**src/rtl/hazard_ctrl_pkg.sv**
```systemverilog
// Shared types for the stall-model pipeline sequencer.
// State encoding, scoreboard slot layout and a slot match helper.
package hazard_ctrl_pkg;

  typedef enum logic [1:0] {
    RUN     = 2'd0,
    STALL   = 2'd1,
    MEMWAIT = 2'd2
  } state_e;

  localparam logic [4:0] REG_X0 = 5'd0;

  typedef struct packed {
    logic       valid;
    logic [4:0] rd;
  } sb_slot_t;

  function automatic logic slot_hit(
    input sb_slot_t   s,
    input logic [4:0] r
  );
    return s.valid && (s.rd == r);
  endfunction

endpackage

```
**src/rtl/hazard_ctrl_if.sv**
```systemverilog
// ID-stage hazard request and pipeline register control bundle.
// master = core datapath side, slave = hazard_ctrl.
interface hazard_ctrl_if;
  logic [4:0] rs1_id;
  logic [4:0] rs2_id;
  logic       use_rs1;
  logic       use_rs2;
  logic [4:0] rd_id;
  logic       regwen_id;
  logic       br_taken_ex;
  logic       mem_busy;
  logic       pc_en;
  logic       if_id_en;
  logic       if_id_flush;
  logic       id_ex_en;
  logic       id_ex_flush;
  logic       ex_mem_en;
  logic       ex_mem_flush;

  modport master (
    output rs1_id, rs2_id, use_rs1, use_rs2,
    output rd_id, regwen_id, br_taken_ex, mem_busy,
    input  pc_en, if_id_en, if_id_flush,
    input  id_ex_en, id_ex_flush,
    input  ex_mem_en, ex_mem_flush
  );

  modport slave (
    input  rs1_id, rs2_id, use_rs1, use_rs2,
    input  rd_id, regwen_id, br_taken_ex, mem_busy,
    output pc_en, if_id_en, if_id_flush,
    output id_ex_en, id_ex_flush,
    output ex_mem_en, ex_mem_flush
  );
endinterface

```
**src/rtl/hazard_ctrl_scoreboard.sv**
```systemverilog
// Shadow of in-flight destinations (EX, MEM, WB) and RAW detect.
// x0 never forms a slot nor a match.
module hazard_scoreboard
  import hazard_ctrl_pkg::*;
#(
  parameter int WB_WRITE_FIRST = 1
) (
  input  logic       clk_i,
  input  logic       rst_ni,
  input  logic [4:0] rs1_i,
  input  logic [4:0] rs2_i,
  input  logic       use_rs1_i,
  input  logic       use_rs2_i,
  input  logic [4:0] rd_i,
  input  logic       regwen_i,
  input  logic       adv_i,
  input  logic       bubble_i,
  output logic       raw_o
);

  localparam logic WB_CHK = (WB_WRITE_FIRST == 0);

  sb_slot_t ex_q, mem_q, wb_q;
  sb_slot_t ex_d, mem_d, wb_d;
  logic     hit1, hit2;

  always_comb begin
    ex_d  = ex_q;
    mem_d = mem_q;
    wb_d  = wb_q;
    if (adv_i) begin
      wb_d     = mem_q;
      mem_d    = ex_q;
      ex_d     = '0;
      if (!bubble_i) begin
        ex_d.valid = regwen_i && (rd_i != REG_X0);
        ex_d.rd    = rd_i;
      end
    end
  end

  always_ff @(posedge clk_i or negedge rst_ni) begin
    if (!rst_ni) begin
      ex_q  <= '0;
      mem_q <= '0;
      wb_q  <= '0;
    end else begin
      ex_q  <= ex_d;
      mem_q <= mem_d;
      wb_q  <= wb_d;
    end
  end

  assign hit1 = (rs1_i != REG_X0)
             && (slot_hit(ex_q, rs1_i)
              || slot_hit(mem_q, rs1_i)
              || (WB_CHK && slot_hit(wb_q, rs1_i)));
  assign hit2 = (rs2_i != REG_X0)
             && (slot_hit(ex_q, rs2_i)
              || slot_hit(mem_q, rs2_i)
              || (WB_CHK && slot_hit(wb_q, rs2_i)));

  assign raw_o = (use_rs1_i && hit1) || (use_rs2_i && hit2);

endmodule

```
**src/rtl/hazard_ctrl.sv**
```systemverilog
// Pipeline sequencer: RAW stall, branch flush, memory freeze.
// Also keeps saturating stall/flush event counters.
module hazard_ctrl
  import hazard_ctrl_pkg::*;
#(
  parameter int WB_WRITE_FIRST = 1,
  parameter int CNT_W          = 16
) (
  input  logic             clk_i,
  input  logic             rst_ni,
  hazard_ctrl_if.slave     hz,
  output logic [1:0]       state_o,
  output logic [CNT_W-1:0] stall_cnt_o,
  output logic [CNT_W-1:0] flush_cnt_o
);

  state_e           state_q, state_d;
  logic [CNT_W-1:0] stall_cnt_q, stall_cnt_d;
  logic [CNT_W-1:0] flush_cnt_q, flush_cnt_d;
  logic             raw;
  logic             do_flush;
  logic             do_stall;

  hazard_scoreboard #(
    .WB_WRITE_FIRST(WB_WRITE_FIRST)
  ) u_sb (
    .clk_i    (clk_i),
    .rst_ni   (rst_ni),
    .rs1_i    (hz.rs1_id),
    .rs2_i    (hz.rs2_id),
    .use_rs1_i(hz.use_rs1),
    .use_rs2_i(hz.use_rs2),
    .rd_i     (hz.rd_id),
    .regwen_i (hz.regwen_id),
    .adv_i    (!hz.mem_busy),
    .bubble_i (hz.br_taken_ex || raw),
    .raw_o    (raw)
  );

  // A taken branch outranks raw: the ID instruction is wrong-path.
  assign do_flush = !hz.mem_busy && hz.br_taken_ex;
  assign do_stall = !hz.mem_busy && !hz.br_taken_ex && raw;

  always_comb begin
    hz.pc_en       = 1'b1;
    hz.if_id_en    = 1'b1;
    hz.if_id_flush = 1'b0;
    hz.id_ex_en    = 1'b1;
    hz.id_ex_flush = 1'b0;
    hz.ex_mem_en   = 1'b1;
    state_d        = RUN;
    unique case (1'b1)
      hz.mem_busy: begin
        hz.pc_en     = 1'b0;
        hz.if_id_en  = 1'b0;
        hz.id_ex_en  = 1'b0;
        hz.ex_mem_en = 1'b0;
        state_d      = MEMWAIT;
      end
      do_flush: begin
        hz.if_id_flush = 1'b1;
        hz.id_ex_flush = 1'b1;
      end
      do_stall: begin
        hz.pc_en       = 1'b0;
        hz.if_id_en    = 1'b0;
        hz.id_ex_flush = 1'b1;
        state_d        = STALL;
      end
      default: ;
    endcase
  end

  assign hz.ex_mem_flush = 1'b0;

  always_comb begin
    stall_cnt_d = stall_cnt_q;
    flush_cnt_d = flush_cnt_q;
    if (do_stall && (stall_cnt_q != '1))
      stall_cnt_d = stall_cnt_q + CNT_W'(1);
    if (do_flush && (flush_cnt_q != '1))
      flush_cnt_d = flush_cnt_q + CNT_W'(1);
  end

  always_ff @(posedge clk_i or negedge rst_ni) begin
    if (!rst_ni) begin
      state_q     <= RUN;
      stall_cnt_q <= '0;
      flush_cnt_q <= '0;
    end else begin
      state_q     <= state_d;
      stall_cnt_q <= stall_cnt_d;
      flush_cnt_q <= flush_cnt_d;
    end
  end

  assign state_o     = state_q;
  assign stall_cnt_o = stall_cnt_q;
  assign flush_cnt_o = flush_cnt_q;

endmodule

```
**src/flat_wrapper.sv**
```systemverilog
// flat-port wrapper written by rule: the top's interface ports become plain ports
module hazard_ctrl_flat import hazard_ctrl_pkg::*;
#(
  parameter int WB_WRITE_FIRST = 1,
  parameter int CNT_W          = 16
)
  (clk_i, rst_ni, state_o, stall_cnt_o, flush_cnt_o, hz_rs1_id, hz_rs2_id, hz_use_rs1, hz_use_rs2, hz_rd_id, hz_regwen_id, hz_br_taken_ex, hz_mem_busy, hz_pc_en, hz_if_id_en, hz_if_id_flush, hz_id_ex_en, hz_id_ex_flush, hz_ex_mem_en, hz_ex_mem_flush);
  hazard_ctrl_if hz_i ();
  input  logic clk_i;
  input  logic rst_ni;
  output logic [1:0] state_o;
  output logic [CNT_W-1:0] stall_cnt_o;
  output logic [CNT_W-1:0] flush_cnt_o;
  input wire logic [$bits(hz_i.rs1_id)-1:0] hz_rs1_id;
  input wire logic [$bits(hz_i.rs2_id)-1:0] hz_rs2_id;
  input wire logic [$bits(hz_i.use_rs1)-1:0] hz_use_rs1;
  input wire logic [$bits(hz_i.use_rs2)-1:0] hz_use_rs2;
  input wire logic [$bits(hz_i.rd_id)-1:0] hz_rd_id;
  input wire logic [$bits(hz_i.regwen_id)-1:0] hz_regwen_id;
  input wire logic [$bits(hz_i.br_taken_ex)-1:0] hz_br_taken_ex;
  input wire logic [$bits(hz_i.mem_busy)-1:0] hz_mem_busy;
  output wire logic [$bits(hz_i.pc_en)-1:0] hz_pc_en;
  output wire logic [$bits(hz_i.if_id_en)-1:0] hz_if_id_en;
  output wire logic [$bits(hz_i.if_id_flush)-1:0] hz_if_id_flush;
  output wire logic [$bits(hz_i.id_ex_en)-1:0] hz_id_ex_en;
  output wire logic [$bits(hz_i.id_ex_flush)-1:0] hz_id_ex_flush;
  output wire logic [$bits(hz_i.ex_mem_en)-1:0] hz_ex_mem_en;
  output wire logic [$bits(hz_i.ex_mem_flush)-1:0] hz_ex_mem_flush;
  assign hz_i.rs1_id = hz_rs1_id;
  assign hz_i.rs2_id = hz_rs2_id;
  assign hz_i.use_rs1 = hz_use_rs1;
  assign hz_i.use_rs2 = hz_use_rs2;
  assign hz_i.rd_id = hz_rd_id;
  assign hz_i.regwen_id = hz_regwen_id;
  assign hz_i.br_taken_ex = hz_br_taken_ex;
  assign hz_i.mem_busy = hz_mem_busy;
  assign hz_pc_en = hz_i.pc_en;
  assign hz_if_id_en = hz_i.if_id_en;
  assign hz_if_id_flush = hz_i.if_id_flush;
  assign hz_id_ex_en = hz_i.id_ex_en;
  assign hz_id_ex_flush = hz_i.id_ex_flush;
  assign hz_ex_mem_en = hz_i.ex_mem_en;
  assign hz_ex_mem_flush = hz_i.ex_mem_flush;
  hazard_ctrl #(.WB_WRITE_FIRST(WB_WRITE_FIRST), .CNT_W(CNT_W)) u_core (.clk_i(clk_i), .rst_ni(rst_ni), .hz(hz_i), .state_o(state_o), .stall_cnt_o(stall_cnt_o), .flush_cnt_o(flush_cnt_o));
endmodule
```
**config.mk**
```make
export PLATFORM = sky130hd
export DESIGN_NAME = hazard_ctrl_flat
export DESIGN_NICKNAME = d
export VERILOG_FILES = /design/src/rtl/hazard_ctrl_pkg.sv /design/src/rtl/hazard_ctrl_if.sv /design/src/rtl/hazard_ctrl_scoreboard.sv /design/src/rtl/hazard_ctrl.sv /design/src/flat_wrapper.sv
export SDC_FILE = /design/constraint.sdc
export NUM_CORES = 1
export LEC_CHECK = 0
export BUFFER_PORTS_ARGS = -buffer_cell sky130_fd_sc_hd__buf_2
export CORE_MARGIN = 2
export CORE_UTILIZATION = 40
export CTS_BUF_LIST = sky130_fd_sc_hd__clkbuf_8
export DETAILED_ROUTE_END_ITERATION = 10
export MAX_ROUTING_LAYER = met4
export SLEW_MARGIN = 20
export SYNTH_ARGS = -nofsm -noshare
export SYNTH_HDL_FRONTEND = slang
export SYNTH_HIERARCHICAL = 1
export SYNTH_SLANG_ARGS = --single-unit
```
**constraint.sdc**
```tcl
create_clock -name clk_i -period 6.6 [get_ports clk_i]
set_input_delay 0.33 -clock clk_i [delete_from_list [all_inputs] [get_ports clk_i]]
set_output_delay 0.33 -clock clk_i [all_outputs]
set_load 0.005 [all_outputs]
```
After elaboration in Yosys (flattened, before gate mapping)
Index checks and enable logic that the tools add are counted.
{ "totals": {"ff_bits": 46, "latch_bits": 0, "ram_bits": 0, "rom_bits": 0, "input_bits": 22, "wordCells": 46, "n_memories": 0} }
{ "op_classes": {"n_addsub": 2, "multipliers": 0, "n_div": 0, "magnitude_cmp": 0, "eq_ne": 6, "n_shift": 0, "mux": 6, "bitwise": 0, "reduce_logical": 25} }
{ "op_table": {"columns": ["op", "n"], "rows": [
  ["$add A16 B1 Y16 const B", 2],
  ["$ne A16 B16 Y1 const B", 2],
  ["$eq A5 B5 Y1", 4],
  ["$reduce_bool A5 Y1", 3],
  ["$logic_and A1 B1 Y1", 14],
  ["$mux W6", 1],
  ["$logic_or A1 B1 Y1", 4],
  ["$mux W1", 4],
  ["$pmux W2 S2", 1],
  ["$reduce_or A2 Y1", 2],
  ["$logic_not A1 Y1", 2]
]} }

Longest topological paths before layout
{ "logic_depth": {"ltp_word": 9, "mapped_depth": 9, "ltp_nobuf": 8} }

Modules after synthesis
The synthesis kept the hierarchy.
{ "by_module_without_submodules": {"columns": ["module", "n_inst", "cells_per_inst", "area_each_um2", "seq_area_each_um2"], "rows": [
  ["hazard_ctrl", 1, 159, 1696.6, 850.8],
  ["hazard_scoreboard", 1, 72, 742.0, 300.3]
]} }

Least setup slack after synthesis
Ideal clock, no wire load.
{ "synth_timing": {"path_type": "register to register", "startpoint": "reg u_core/u_sb/ex_q[4] (netlist bit)", "endpoint": "reg u_core.stall_cnt_q[11] (netlist: u_core/stall_cnt_o[11])", "setup_ps": 79, "arrival_ps": 2051, "required_ps": 6521, "slack_ps": 4469, "stages_incl_launch_ff": 10, "path_cell_list": "dfrtp_1 xor2_1 nor4_1 a32oi_1 o22ai_1 nor3b_2 o41ai_2 buf_2 nor3_1 xor2_1"} }
{ "synth_via": {"elab_chain_cells": 8, "word_cells_on_any_way": 13, "classes_between": "eq/ne (2); reduce/logical (11)"} }
{ "synth_lines": {"columns": ["element", "line", "source"], "rows": [
  ["start, declared", "hazard_ctrl_scoreboard.sv:23", "sb_slot_t ex_q, mem_q, wb_q;"],
  ["start signal, assigned", "hazard_ctrl_scoreboard.sv:44", "ex_q <= '0;"],
  ["start signal, assigned", "hazard_ctrl_scoreboard.sv:48", "ex_q <= ex_d;"],
  ["$eq A5 B5 Y1", "hazard_ctrl_pkg.sv:22", "return s.valid && (s.rd == r);"],
  ["$logic_and A1 B1 Y1", "hazard_ctrl_pkg.sv:22", null],
  ["$logic_or A1 B1 Y1 (on tied branches)", "hazard_ctrl_scoreboard.sv:56, hazard_ctrl_scoreboard.sv:60", null],
  ["$logic_and A1 B1 Y1 (on tied branches)", "hazard_ctrl_scoreboard.sv:55, hazard_ctrl_scoreboard.sv:59", null],
  ["$logic_and A1 B1 Y1", "hazard_ctrl_scoreboard.sv:63", "assign raw_o = (use_rs1_i && hit1) || (use_rs2_i && hit2);"],
  ["$logic_or A1 B1 Y1 *", "hazard_ctrl_scoreboard.sv:63", null],
  ["net u_core.raw", "hazard_ctrl.sv:20", "logic raw;"],
  ["$logic_and A1 B1 Y1 *", "hazard_ctrl.sv:42", "assign do_stall = !hz.mem_busy && !hz.br_taken_ex && raw;"],
  ["$logic_and A1 B1 Y1 *", "hazard_ctrl.sv:79", "if (do_stall && (stall_cnt_q != '1))"],
  ["end signal, assigned", "hazard_ctrl.sv:92", "stall_cnt_q <= stall_cnt_d;"],
  ["end, declared", "hazard_ctrl.sv:18", "logic [CNT_W-1:0] stall_cnt_q, stall_cnt_d;"]
]} }
Mark *: on every way through the listed nets, which the timed path passes. The rest lies on a longest branch.
A chain may end at the register's enable or synchronous reset.

Worst setup path after layout
{ "layout_timing": {"startpoint": "reg u_core/u_sb/ex_q[4] (netlist bit)", "endpoint": "out hz_if_id_en"} }
{ "layout_via": {"elab_chain_cells": 9, "word_cells_on_any_way": 14, "classes_between": "eq/ne (2); mux (1); reduce/logical (11)"} }
{ "layout_lines": {"columns": ["element", "line", "source"], "rows": [
  ["$eq A5 B5 Y1", "hazard_ctrl_pkg.sv:22", null],
  ["$logic_and A1 B1 Y1", "hazard_ctrl_pkg.sv:22", null],
  ["$logic_or A1 B1 Y1 (on tied branches)", "hazard_ctrl_scoreboard.sv:56, hazard_ctrl_scoreboard.sv:60", null],
  ["$logic_and A1 B1 Y1 (on tied branches)", "hazard_ctrl_scoreboard.sv:55, hazard_ctrl_scoreboard.sv:59", null],
  ["$logic_and A1 B1 Y1", "hazard_ctrl_scoreboard.sv:63", null],
  ["$logic_or A1 B1 Y1 *", "hazard_ctrl_scoreboard.sv:63", null],
  ["net u_core.raw", "hazard_ctrl.sv:20", null],
  ["$logic_and A1 B1 Y1 *", "hazard_ctrl.sv:42", null],
  ["$reduce_or A2 Y1 (no line) *", null, null],
  ["$mux W1 *", "hazard_ctrl.sv:52", "unique case (1'b1)"],
  ["end, declared", "flat_wrapper.sv:23", "output wire logic [$bits(hz_i.if_id_en)-1:0] hz_if_id_en;"]
]} }
Marks and branches as above.

==> results.py <==
metrics = {
    "die": {
        "fp.dieH_um": 82.08,
        "design.portCount": 63,
        "die_width_um": 82.08,
        "core_region_area_um2": 5921,
        "die_area_um2": 6737,
        "core.rowCount": 28,
        "initial_core_util_pct": 41.19,
    },
    "route": {
        "routed-wl-met3_um": 285,
        "routed.top_layer": "met4",
        "routed_wl_um": 5223,
        "drt-met1-wl_um": 2522,
        "met2_wl_post_dr_um": 2387,
        "drt_drc_violations_left": 0,
        "dr_total_vias": 1883,
        "ant_nets": 0,
        "drt_first_iter_violations": 72,
        "drt-pass1-iter-count": 4,
        "routed_wire_length_per_instance_um": 14.31,
        "routed_via_density": 5.159,
    },
    "clock_tree": {
        "cts_num_sinks": 46,
        "cts_made_buffers": 5,
        "tritoncts": "built",
        "clk-insertion-delay-late_ns": 0.29,
        "root_buffer": "clkbuf_8",
        "post_cts.resized_instances": 0,
        "clk_path_buf_depth": 2,
        "cts_htree_levels": 2,
        "worst_setup_hold_path_clk_slew_ns": 0.08,
        "cts.hold.buffers_added": 0,
        "cts.repair_timing.setup_buffer_count": 0,
    },
    "yosys": {
        "synth.top_cells.by_count": "dfrtp_1, xor2_1, nand2_1, xnor2_1",
        "postSynthRegisterBits": 46,
        "yosysMostFrequentCell": "dfrtp_1",
        "post_synth_main_area_contributors": "dfrtp_1, xor2_1, xnor2_1",
        "synthDominantAreaCellType": "dfrtp_1",
        "register_area_share_after_synthesis_pct": 47.20,
        "ys.flop_type": "dfrtp_1",
        "syn_area_per_cell_um2": 10.56,
        "synth_fp_nets": 255,
        "netlist.area_leader.share_pct": 47.20,
        "syn_area_um2": 2439,
        "number_of_library_cell_types_mapped_by_synthesis": 40,
        "asyncSetResetFlopFracSynth_pct": 100.0,
        "synth_enable_flop_cells": 0,
        "yosys_warnings": 6,
        "synthCells": 231,
    },
    "place": {
        "gpl.final_weighted_congestion": 0.8447,
        "detailed_place.area_um2": 2785,
        "numPlacedInstances": 359,
        "port_buffers": 61,
        "hpwl_um": 3913,
    },
    "setup_path": {
        "critPathCapture": "hz_if_id_en",
        "critPathMaxFanout": 5,
        "worst_setup_path_startpoint": "u_core/u_sb/ex_q[4]",
        "r2r-start": "u_core/u_sb/ex_q[4]",
        "critPathRequiredTime_ns": 6.27,
        "ff2ff_setup_slack_ns": 4.10,
        "cp-start-kind": "register",
        "worst_r2r_path_depth": 8,
        "timing.rr.end": "u_core/stall_cnt_o[15]",
        "crit_path_category": "register to primary output",
        "data_arrival_at_the_endpoint_of_the_critical_path_ns": 2.20,
        "critical_path.endpoint_type": "primary output",
    },
    "hold_path": {
        "class_of_the_tightest_hold_or_removal_check": "primary input to asynchronous set/reset pin",
    },
    "timing": {
        "rsz_0062_raised_after_global_routing": "false",
        "finalHoldViolations": 0,
        "skew_final_ns": 0.006686,
        "timing_max_transition_violations_final": 0,
        "timing.fmax_mhz": 394.8,
        "min_period_ns": 2.533,
        "report.final.setup_viol": 0,
        "tns_ns": 0,
        "min_period_over_period_pct": 38.38,
        "slew-limit-headroom_pct": 53.22,
        "tightest_slew_ns": 0.6994,
    },
    "final_layout": {
        "final_core_utilization_pct": 48.67,
        "post_route_cells_drive_above_1_share_pct": 30.00,
        "design.final.nets": 315,
        "layout.cells.non_filler": 365,
        "layout.cell_area.non_filler_um2": 2882,
        "multi_input_combinational_cell_area_um2": 1209,
        "syn2layout_area_growth_pct": 18.16,
        "antenna_cells": 0,
        "register_area_um2": 1151,
        "final_layout_fill_cell_count": 585,
    },
    "global_route": {
        "grt_pass1_vias": 1821,
        "grt_max_degree": 47,
        "globalRouteTotalUtil_pct": 17.20,
        "grt_antenna_before_repair": 0,
        "first_pass_grt_wire_length_um": 8611,
        "gr_ovfl_total": 0,
    },
    "pwr": {
        "power.density_nw_per_um2": 215.0,
        "vdd_ir_drop_max_v": 0.0001561,
        "cellLeakagePower_nw": 1.445,
    },
    "run_status": {
        "status": "finished clean",
    },
    "flow_run": {
        "max-cap-violations": 0,
    },
}
## cell type report
| cell class | count | area share (%) |
|---|---|---|
| timing repair buffer | 61 | 10.68 |
| multi-input combinational | 167 | 41.95 |
| sequential | 46 | 39.95 |
| inverter | 10 | 1.303 |
| tap | 75 | 3.257 |
| clock buffer | 6 | 2.866 |
## worst max-delay path, cell delays in order, from the launching register on
cell and delay [ns]:
dfrtp_1 0.44, xor2_1 0.19, nor4_1 0.31, a32oi_1 0.15
o22ai_1 0.14, nor3b_2 0.42, nor2_1 0.12, buf_2 0.15
## metal layers
metal,track usage [%],vias to the layer above
li1,-,928
met1,23.72,907
met2,24.96,46
met3,4.396,2
met4,5.167,0
met5,-,-
## power by group
| group | switching (mW) | internal [mW] | leakage (nW) |
|---|---|---|---|
| clock network | 0.0846 | 0.0808 | 0.0431 |
| registers | 0.0360 | 0.309 | 0.617 |
| logic | 0.0515 | 0.0579 | 0.785 |
| total | 0.172 | 0.448 | 1.45 |
## stage by stage
stage,hold WS [ns],power [mW],setup WS [ns]
2_1_floorplan,0.03441,0.4084,4.469
3_3_place_gp,0.4933,0.4591,4.177
3_5_place_dp,0.5022,0.4621,4.088
4_1_cts,0.2273,0.6302,4.095
5_1_grt,0.08076,0.6650,3.857
6_report,0.03732,0.6196,4.067
## kinds of logic after synthesis
logic type | after synthesis | synth area share, %
other | 1 | 0.1538
muxes | 11 | 5.233
AOI/OAI and AO/OA | 18 | 5.388
xor gates and xnor gates | 46 | 16.52
adders and majority gates | 2 | 1.026
DFF | 46 | 47.20
and+or+nand+nor | 89 | 20.78
buffers and inverters | 18 | 3.694
## how the worst min path moves through the flow
stage	endpoint	from	cells after the start
floorplan	u_core/flush_cnt_o[0]	rst_ni	0
global placement	u_core/stall_cnt_o[15]	u_core/stall_cnt_o[15]	1
detailed placement	u_core/stall_cnt_o[7]	u_core/stall_cnt_o[7]	1
CTS	u_core/state_o[1]	hz_mem_busy	1
global route	u_core/stall_cnt_o[11]	rst_ni	1
finish	u_core/u_sb/mem_q[0]	rst_ni	1
## placed cells by master (no fill, tap or decap), drive strengths merged, types with 2 or more instances in the layout
cell type,synthesis,layout
buf,7,61
dfrtp,46,46
xor2,32,32
nand2,15,15
xnor2,14,14
nor2,12,12
nand3,12,12
nand4,12,12
mux2,11,11
inv,10,10
nor4,7,7
o21ai,7,7
clkbuf,1,6
nor3,6,6
and3,5,5
or4,4,4
nand3b,3,3
nor2b,3,3
a31o,3,3
nand2b,2,2
or2,2,2
and4,2,2
o2111ai,2,2
ha,2,2
a32oi,2,2
## sequential cells by signal, indices dropped and copies added (netlist names)
name / cells
u_core/stall_cnt_o: 16
u_core/flush_cnt_o: 16
u_core/u_sb/ex_q: 6
u_core/u_sb/mem_q: 6
u_core/state_o: 2
Power figures use the tool's default switching activity.
